File: config.mk
export PLATFORM = sky130hd
export DESIGN_NAME = seq_debounce_edge_1b
export DESIGN_NICKNAME = d
export VERILOG_FILES = /design/src/rtl/seq_debounce_edge_1b.sv
export SDC_FILE = /design/constraint.sdc
export NUM_CORES = 1
export LEC_CHECK = 0
export BUFFER_PORTS_ARGS = -buffer_cell sky130_fd_sc_hd__buf_2
export CAP_MARGIN = 20
export CORE_MARGIN = 10
export CORE_UTILIZATION = 30
export DETAILED_ROUTE_END_ITERATION = 16
export PLACE_DENSITY = 0.45
export SYNTH_ARGS = -nofsm -noshare
export SYNTH_HDL_FRONTEND = slang
export SYNTH_SLANG_ARGS = --single-unit
File: constraint.sdc
create_clock -name clk_i -period 3.6 [get_ports clk_i]
set_input_delay 0.72 -clock clk_i [delete_from_list [all_inputs] [get_ports clk_i]]
set_output_delay 0.72 -clock clk_i [all_outputs]
set_load 0.03 [all_outputs]
File: src/rtl/seq_debounce_edge_1b.sv
`default_nettype none
// ============================================================================
// Module      : seq_debounce_edge_1b
// Description : 1-bit input debouncer. Turns a noisy level input into a clean
//               registered level that changes only after STABLE_CYCLES
//               consecutive samples of the new level. Also produces one-cycle
//               rise/fall pulses and a saturating count of aborted transitions.
//
// Ports
//   clk_i          clock; all state updates on the rising edge
//   reset_ni       synchronous active-low reset (0 = reset)
//   in_i           raw input level
//   out_o          debounced level (registered)
//   rise_o         one-cycle pulse after out_o goes 0->1
//   fall_o         one-cycle pulse after out_o goes 1->0
//   glitch_cnt_o   saturating count of aborted transitions
//
// Configuration macro
//   DEBOUNCE_SYNC_EN  when defined, in_i passes through a 2-flop synchronizer
//                     (reset to 0) before the filter; every latency grows by 2.
//
// Revision    : 1.0  initial release
// ============================================================================
module seq_debounce_edge_1b #(
    parameter int STABLE_CYCLES = 4,
    parameter int CNT_W         = 3,
    parameter int GLITCH_W      = 8
) (
    input  logic                clk_i,
    input  logic                reset_ni,
    input  logic                in_i,
    output logic                out_o,
    output logic                rise_o,
    output logic                fall_o,
    output logic [GLITCH_W-1:0] glitch_cnt_o
);

    localparam logic [CNT_W-1:0]    CNT_LAST   = CNT_W'(STABLE_CYCLES - 1);
    localparam logic [CNT_W-1:0]    CNT_ONE    = CNT_W'(1);
    localparam logic [GLITCH_W-1:0] GLITCH_MAX = '1;

    typedef enum logic [1:0] {
        LO     = 2'd0,
        CHK_HI = 2'd1,
        HI     = 2'd2,
        CHK_LO = 2'd3
    } state_t;

    state_t                state_q, state_d;
    logic [CNT_W-1:0]      cnt_q, cnt_d;
    logic                  out_q, out_d;
    logic                  rise_q, rise_d;
    logic                  fall_q, fall_d;
    logic [GLITCH_W-1:0]   glitch_q, glitch_d;
    logic                  glitch_inc;
    logic                  samp;

    // ------------------------------------------------------------------------
    // Sample source
    // ------------------------------------------------------------------------
`ifdef DEBOUNCE_SYNC_EN
    logic [1:0] sync_q;

    always_ff @(posedge clk_i) begin
        if (!reset_ni) begin
            sync_q <= 2'b00;
        end else begin
            sync_q <= {sync_q[0], in_i};
        end
    end

    assign samp = sync_q[1];
`else
    assign samp = in_i;
`endif

    // ------------------------------------------------------------------------
    // State register
    // ------------------------------------------------------------------------
    always_ff @(posedge clk_i) begin
        if (!reset_ni) begin
            state_q  <= LO;
            cnt_q    <= '0;
            out_q    <= 1'b0;
            rise_q   <= 1'b0;
            fall_q   <= 1'b0;
            glitch_q <= '0;
        end else begin
            state_q  <= state_d;
            cnt_q    <= cnt_d;
            out_q    <= out_d;
            rise_q   <= rise_d;
            fall_q   <= fall_d;
            glitch_q <= glitch_d;
        end
    end

    // ------------------------------------------------------------------------
    // Next-state logic
    // cnt holds the number of consecutive samples of the candidate level seen
    // so far; the transition completes on the sample that would make it
    // STABLE_CYCLES, so cnt itself never exceeds STABLE_CYCLES-1.
    // ------------------------------------------------------------------------
    always_comb begin
        state_d    = state_q;
        cnt_d      = cnt_q;
        out_d      = out_q;
        rise_d     = 1'b0;
        fall_d     = 1'b0;
        glitch_d   = glitch_q;
        glitch_inc = 1'b0;

        case (state_q)
            LO: begin
                if (samp) begin
                    state_d = CHK_HI;
                    cnt_d   = CNT_ONE;
                end
            end
            CHK_HI: begin
                if (!samp) begin
                    state_d    = LO;
                    cnt_d      = '0;
                    glitch_inc = 1'b1;
                end else if (cnt_q == CNT_LAST) begin
                    state_d = HI;
                    cnt_d   = '0;
                    out_d   = 1'b1;
                    rise_d  = 1'b1;
                end else begin
                    cnt_d = cnt_q + CNT_ONE;
                end
            end
            HI: begin
                if (!samp) begin
                    state_d = CHK_LO;
                    cnt_d   = CNT_ONE;
                end
            end
            CHK_LO: begin
                if (samp) begin
                    state_d    = HI;
                    cnt_d      = '0;
                    glitch_inc = 1'b1;
                end else if (cnt_q == CNT_LAST) begin
                    state_d = LO;
                    cnt_d   = '0;
                    out_d   = 1'b0;
                    fall_d  = 1'b1;
                end else begin
                    cnt_d = cnt_q + CNT_ONE;
                end
            end
            default: begin
                state_d = LO;
                cnt_d   = '0;
                out_d   = 1'b0;
            end
        endcase

        // Saturate rather than wrap so a long burst of noise stays visible.
        if (glitch_inc && (glitch_q != GLITCH_MAX)) begin
            glitch_d = glitch_q + GLITCH_W'(1);
        end
    end

    assign out_o        = out_q;
    assign rise_o       = rise_q;
    assign fall_o       = fall_q;
    assign glitch_cnt_o = glitch_q;

endmodule
`default_nettype wire

# After elaboration in Yosys (flattened, before gate mapping)
# Index checks and enable logic that the tools add are counted.
[op_classes] addsub=2 n_mul=0 div=0 order_cmp=0 n_eq_ne=13 shift=0 mux=22 n_bitwise=2 n_reduce_logical=8
[ops] cell="2-to-1 mux 3 bit" n=5
[ops] cell="2-to-1 mux 2 bit" n=6
[ops] cell="inequality test 2 bit (second input constant)" n=6
[ops] cell="case mux 3 bit (4 select lines)" n=1
[ops] cell="adder 8 x 1 -> 8 bit (second input constant)" n=1
[ops] cell="inequality test 8 bit (second input constant)" n=1
[ops] cell="case mux 2 bit (4 select lines)" n=1
[ops] cell="2-to-1 mux 1 bit" n=7
[ops] cell="inequality test 3 bit (second input constant)" n=2
[ops] cell="AND reduction 5 bit" n=1
[ops] cell="== test 2 bit (second input constant)" n=2
[ops] cell="case mux 1 bit (2 select lines)" n=2
[ops] cell="AND reduction 4 bit" n=1
[ops] cell="adder 3 x 1 -> 3 bit (second input constant)" n=1
[ops] cell="== test 3 x 2 -> 1 bit (second input constant)" n=1
[ops] cell="AND reduction 3 bit" n=1
[ops] cell="OR reduction 3 bit" n=1
[ops] cell="== test 2 x 1 -> 1 bit (second input constant)" n=1
[ops] cell="logical NOT 2 bit" n=1
[ops] cell="NOT 1 bit" n=2
[ops] cell="AND reduction 2 bit" n=1
[ops] cell="nonzero test 2 bit" n=1
[ops] cell="logical AND 1 bit" n=1
[word_totals] regBits=16 latchBits=0 ram_bits=0 romBits=0 input_bits=3 output_inout_bits=11 word_cells=53 n_memories=0

# Logic depth before layout (Yosys ltp)
[logic_depth] word_depth=4 ltp_mapped=5 depth_no_buf=5

# Worst setup path before layout
# No wires, ideal clock.
[synth_path] path_kind="input-to-reg" start="input port in_i" end="register glitch_q[4], in the netlist glitch_cnt_o[4]" arrival_ns=1.591 setup_slack_ns=1.873 stages=5 path_buffers=1 path_cell_list="buf_2 xnor2_2 nand3_1 o311ai_0 o41ai_1"
[synth_via] elab_chain_len=3
[synth_lines] element="start: declaration" line_no="31" text="input logic in_i,"
[synth_lines] element="2-to-1 mux 1 bit, on equally long branches" line_no="141, 121"
[synth_lines] element="case mux 1 bit (2 select lines) *" line_no="113" text="case (state_q)"
[synth_lines] element="logical AND 1 bit *" line_no="162" text="if (glitch_inc && (glitch_q != GLITCH_MAX)) begin"
[synth_lines] element="end signal: assignment" line_no="94" text="glitch_q <= glitch_d;"
[synth_lines] element="end: declaration" line_no="54" text="logic [GLITCH_W-1:0] glitch_q, glitch_d;"
# Mark *: on every way between the ends. The rest lies on a longest branch, timed or not.
# A chain may end at the register's enable or synchronous reset.

# Final worst setup path
[layout_path] start="register glitch_q[3], in the netlist glitch_cnt_o[3]" end="output port glitch_cnt_o[3]"
[layout_lines] element="end: declaration" line_no="35" text="output logic [GLITCH_W-1:0] glitch_cnt_o"
# No word-level cell between the ends.

==> summary.md <==
| Metric | Value |
|---|---|
| Status | `completed` |
| Clock sink total | `16` |
| FFs w/ async S/R, synth | `0%` |
| Top_reg_cell synth | `dfxtp_1` |
| Tcrit/Tclk final | `48.3%` |
| Leak Pwr | `0.334 nW` |
| CTS max path bufs | `2` |
| Sw Pwr | `0.0754 mW` |
| Max FO, Critical Path | `8` |
| Post-synthesis simple-gate area fraction | `23.0%` |
| Top cell family by delay on the critical path | `flip-flops` |
| Crit path launch type | `register` |
| Final wirelength | `1.68 mm` |
| Unique masters post-synth | `29` |
| Shortest period the worst path allows | `about 1.7 ns` |
| Final setup violation count | `0` |
| Worst Hold Class | `register to register` |
| Max Cap Viol | `0` |
| Post-CTS Hold Buffers | `0` |
| Die Ht | `69.5 um` |
| Core Region | `2280 um2` |
| Nets | `104` |
| Share of layout cells above drive strength 1 | `20.4%` |
| Register bit total from synthesis | `16` |
| H-tree depth | `1` |
| CTS tree | `yes` |
| Final Hold Fails | `0` |
| Detail Route Antenna Nets | `0` |
| Skew-Pair Late Insertion Delay | `~0.29 ns` |
| Sequential share of power | `56.6%` |
| Syn Nets | `89` |
| Fin. max-slew vios | `0` |
| Post-route setup TNS | `0 ns` |
| Setup CP Type | `register to primary output` |
| Clock Skew | `0.00485 ns` |
| Num CTS Buffers | `3` |
| Clock root buffer | `clkbuf_4` |
| Critical path, cell by cell | `buf_2` |
| Number of buffers added on ports | `13` |
| WL/cell | `roughly 13 um` |
| WP data required | `2.88 ns` |
| Max rail drop VDD | `273 uV` |
| Worst slew margin | `75.2%` |
| Seq/Total Area, Yosys | `43.5%` |
| Layout area overhead | `16.5%` |
| GRT met1 Usage | `8.36%` |
| Placer Congestion | `0.794` |
| Post-CTS Resized | `0` |
| Initial antenna violation count | `0` |
| Comb power frac | `6.6%` |
| Post-CTS setup buffer count | `0` |
| Mux contribution to synthesized area | `2.72%` |
| Core Rows | `17` |
| Slew of the pin with the lowest slew margin | `0.369 ns` |
| Cells after Synth | `84` |
| Critical Path AT | `a little over 1 ns` |
| Post-route worst setup slack | `1.86 ns` |
| Drt pass-1 iters | `4` |
| Worst path buffer plus inverter count | `1` |
| Internal power | `0.249 mW` |
| Clock-pin slew on the worst setup and hold paths | `0.10 ns` |
| GR Overflow Total | `0` |
| Clock power share | `36.8%` |
| Initial Util | `32.3%` |
| Syn Area/Cell | `between 8 and 9 um2` |
| Pre-CTS WS | `1.74 ns` |
| Synth Area in Adders | `between 3 and 4%` |
| First DRT Iteration DRCs | `56` |
| Pwr dens | `379 nW/um2` |
| Busiest grt layer | `met2` |
| RSZ-0062 raised after global routing | `false` |
| Die area | `just under 5000 um2` |
| EDFF count, synth | `0` |
| Ant diodes | `0` |
| Warnings from Yosys | `0` |
| XOR/XNOR Fraction of Synth Area | `5.61%` |
| Mapped Area | `736 um2` |
| Global Route Usage Sum | `6.79%` |
| # DRC | `0` |
| GRT met3 Usage | `just under 4%` |
| Placed wire-length estimate | `~1.2 mm` |
| Pin count of the biggest net entering global routing | `11` |
| Fmax | `575 MHz` |
| Grt met2 use | `9.68%` |
| Total power | `0.324 mW` |
| First-pass GRT wire length | `around 2.7 mm` |
| Main combinational cell family by area after synthesis | `simple AND/OR/NAND/NOR gates` |
| IO Pins | `14` |
| Largest stage delay on the critical path | `0.48 ns` |
| Slowest CP cell | `dfxtp_1` |
| Setup crit end kind | `primary output` |
| Via density | `5.13` |
| Via Count | `647` |
| Vias in the first global route | `570` |
| Die W | `slightly below 70 um` |
| Compound-cell area share of the yosys netlist | `17.7%` |
| Switching share of total power | `23.3%` |
worst paths after layout:
check	startpoint	to	slack, ns	depth (start not counted)
setup reg to reg	glitch_cnt_o[0]$_SDFFE_PN0P_	glitch_cnt_o[4]$_SDFFE_PN0P_	2.13	4
setup / recovery	glitch_cnt_o[3]$_SDFFE_PN0P_	glitch_cnt_o[3]	1.86	1
hold reg to reg	cnt_q[1]$_SDFFE_PN0P_	cnt_q[1]$_SDFFE_PN0P_	0.46	2
hold / removal	cnt_q[1]$_SDFFE_PN0P_	cnt_q[1]$_SDFFE_PN0P_	0.46	2
cell families after synthesis:
family                   Yosys count
AND/OR/NAND/NOR                   35
flip-flops                        16
multiplexers                       2
buffers and inverters              7
AO/OA/AOI/OAI                     19
XOR/XNOR                           3
adder cells (fa/ha/maj)            2
sequential cells by signal, indices dropped and copies added, names as in the netlist, named ones only:
register,count
state_q,1
glitch_cnt_o,8
cnt_q,3
fall_o,1
rise_o,1
out_o,1
through the flow:
stage / cells / utilization, % / hold slack (ns) / instance area [um2]
finish: 126 / 37.7 / 0.464 / 857
global route: 126 / 37.7 / 0.501 / 857
CTS: 126 / 37.7 / 0.471 / 857
detailed placement: 122 / 36.1 / 0.454 / 821
global placement: 122 / 36.1 / 0.451 / 821
floorplan: 84 / - / 0.436 / 736
metal layers:
metal | vias to the layer above | part of all wire [%]
met4 | 0 | 0.60
met2 | 19 | 41
met3 | 2 | 7.1
met5 | - | 0
li1 | 329 | -
met1 | 297 | 52
layout make-up:
class	count	area, um2
Sequential cell	16	320
Inverter	4	15.0
Clock buffer	4	36.3
Tap cell	28	35.0
Fill cell	250	1420
Multi-Input combinational cell	61	385
Timing Repair Buffer	13	65.1
cell usage in the layout (no fill, tap or decap), types with 2 or more instances in the layout:
| cell type | netlist | layout |
|---|---|---|
| nand2_1 | 10 | 10 |
| mux2i_1 | 2 | 2 |
| a211oi_1 | 3 | 3 |
| buf_2 | 3 | 13 |
| ha_1 | 2 | 2 |
| a31oi_1 | 3 | 3 |
| a21oi_1 | 2 | 2 |
| nor3b_1 | 2 | 2 |
| dfxtp_1 | 16 | 16 |
| inv_1 | 3 | 3 |
| clkbuf_4 | 0 | 3 |
| o21ai_0 | 4 | 4 |
| nor3_1 | 5 | 5 |
| nand3_1 | 6 | 6 |
| nor2_1 | 8 | 8 |
power by group through the flow:
stage	logic (mW)	clock network [mW]	registers, mW
after floorplan	0.0149	0	0.189
after global placement	0.0214	0	0.188
after detailed placement	0.0217	0	0.188
after CTS	0.0218	0.128	0.184
after global routing	0.0237	0.133	0.185
final	0.0213	0.119	0.184
synthesized netlist by cell type (all sizes together) (3+ instances only):
cell type / number / area share [%]
buf: 3 / 2.0
nand2: 10 / 5.1
nor3: 6 / 4.8
o21ai: 4 / 2.7
dfxtp: 16 / 44
a211oi: 3 / 3.1
nand3: 6 / 4.1
a31oi: 3 / 2.6
nor2: 8 / 4.1
inv: 3 / 1.5
(Power assumes the default switching activity.)
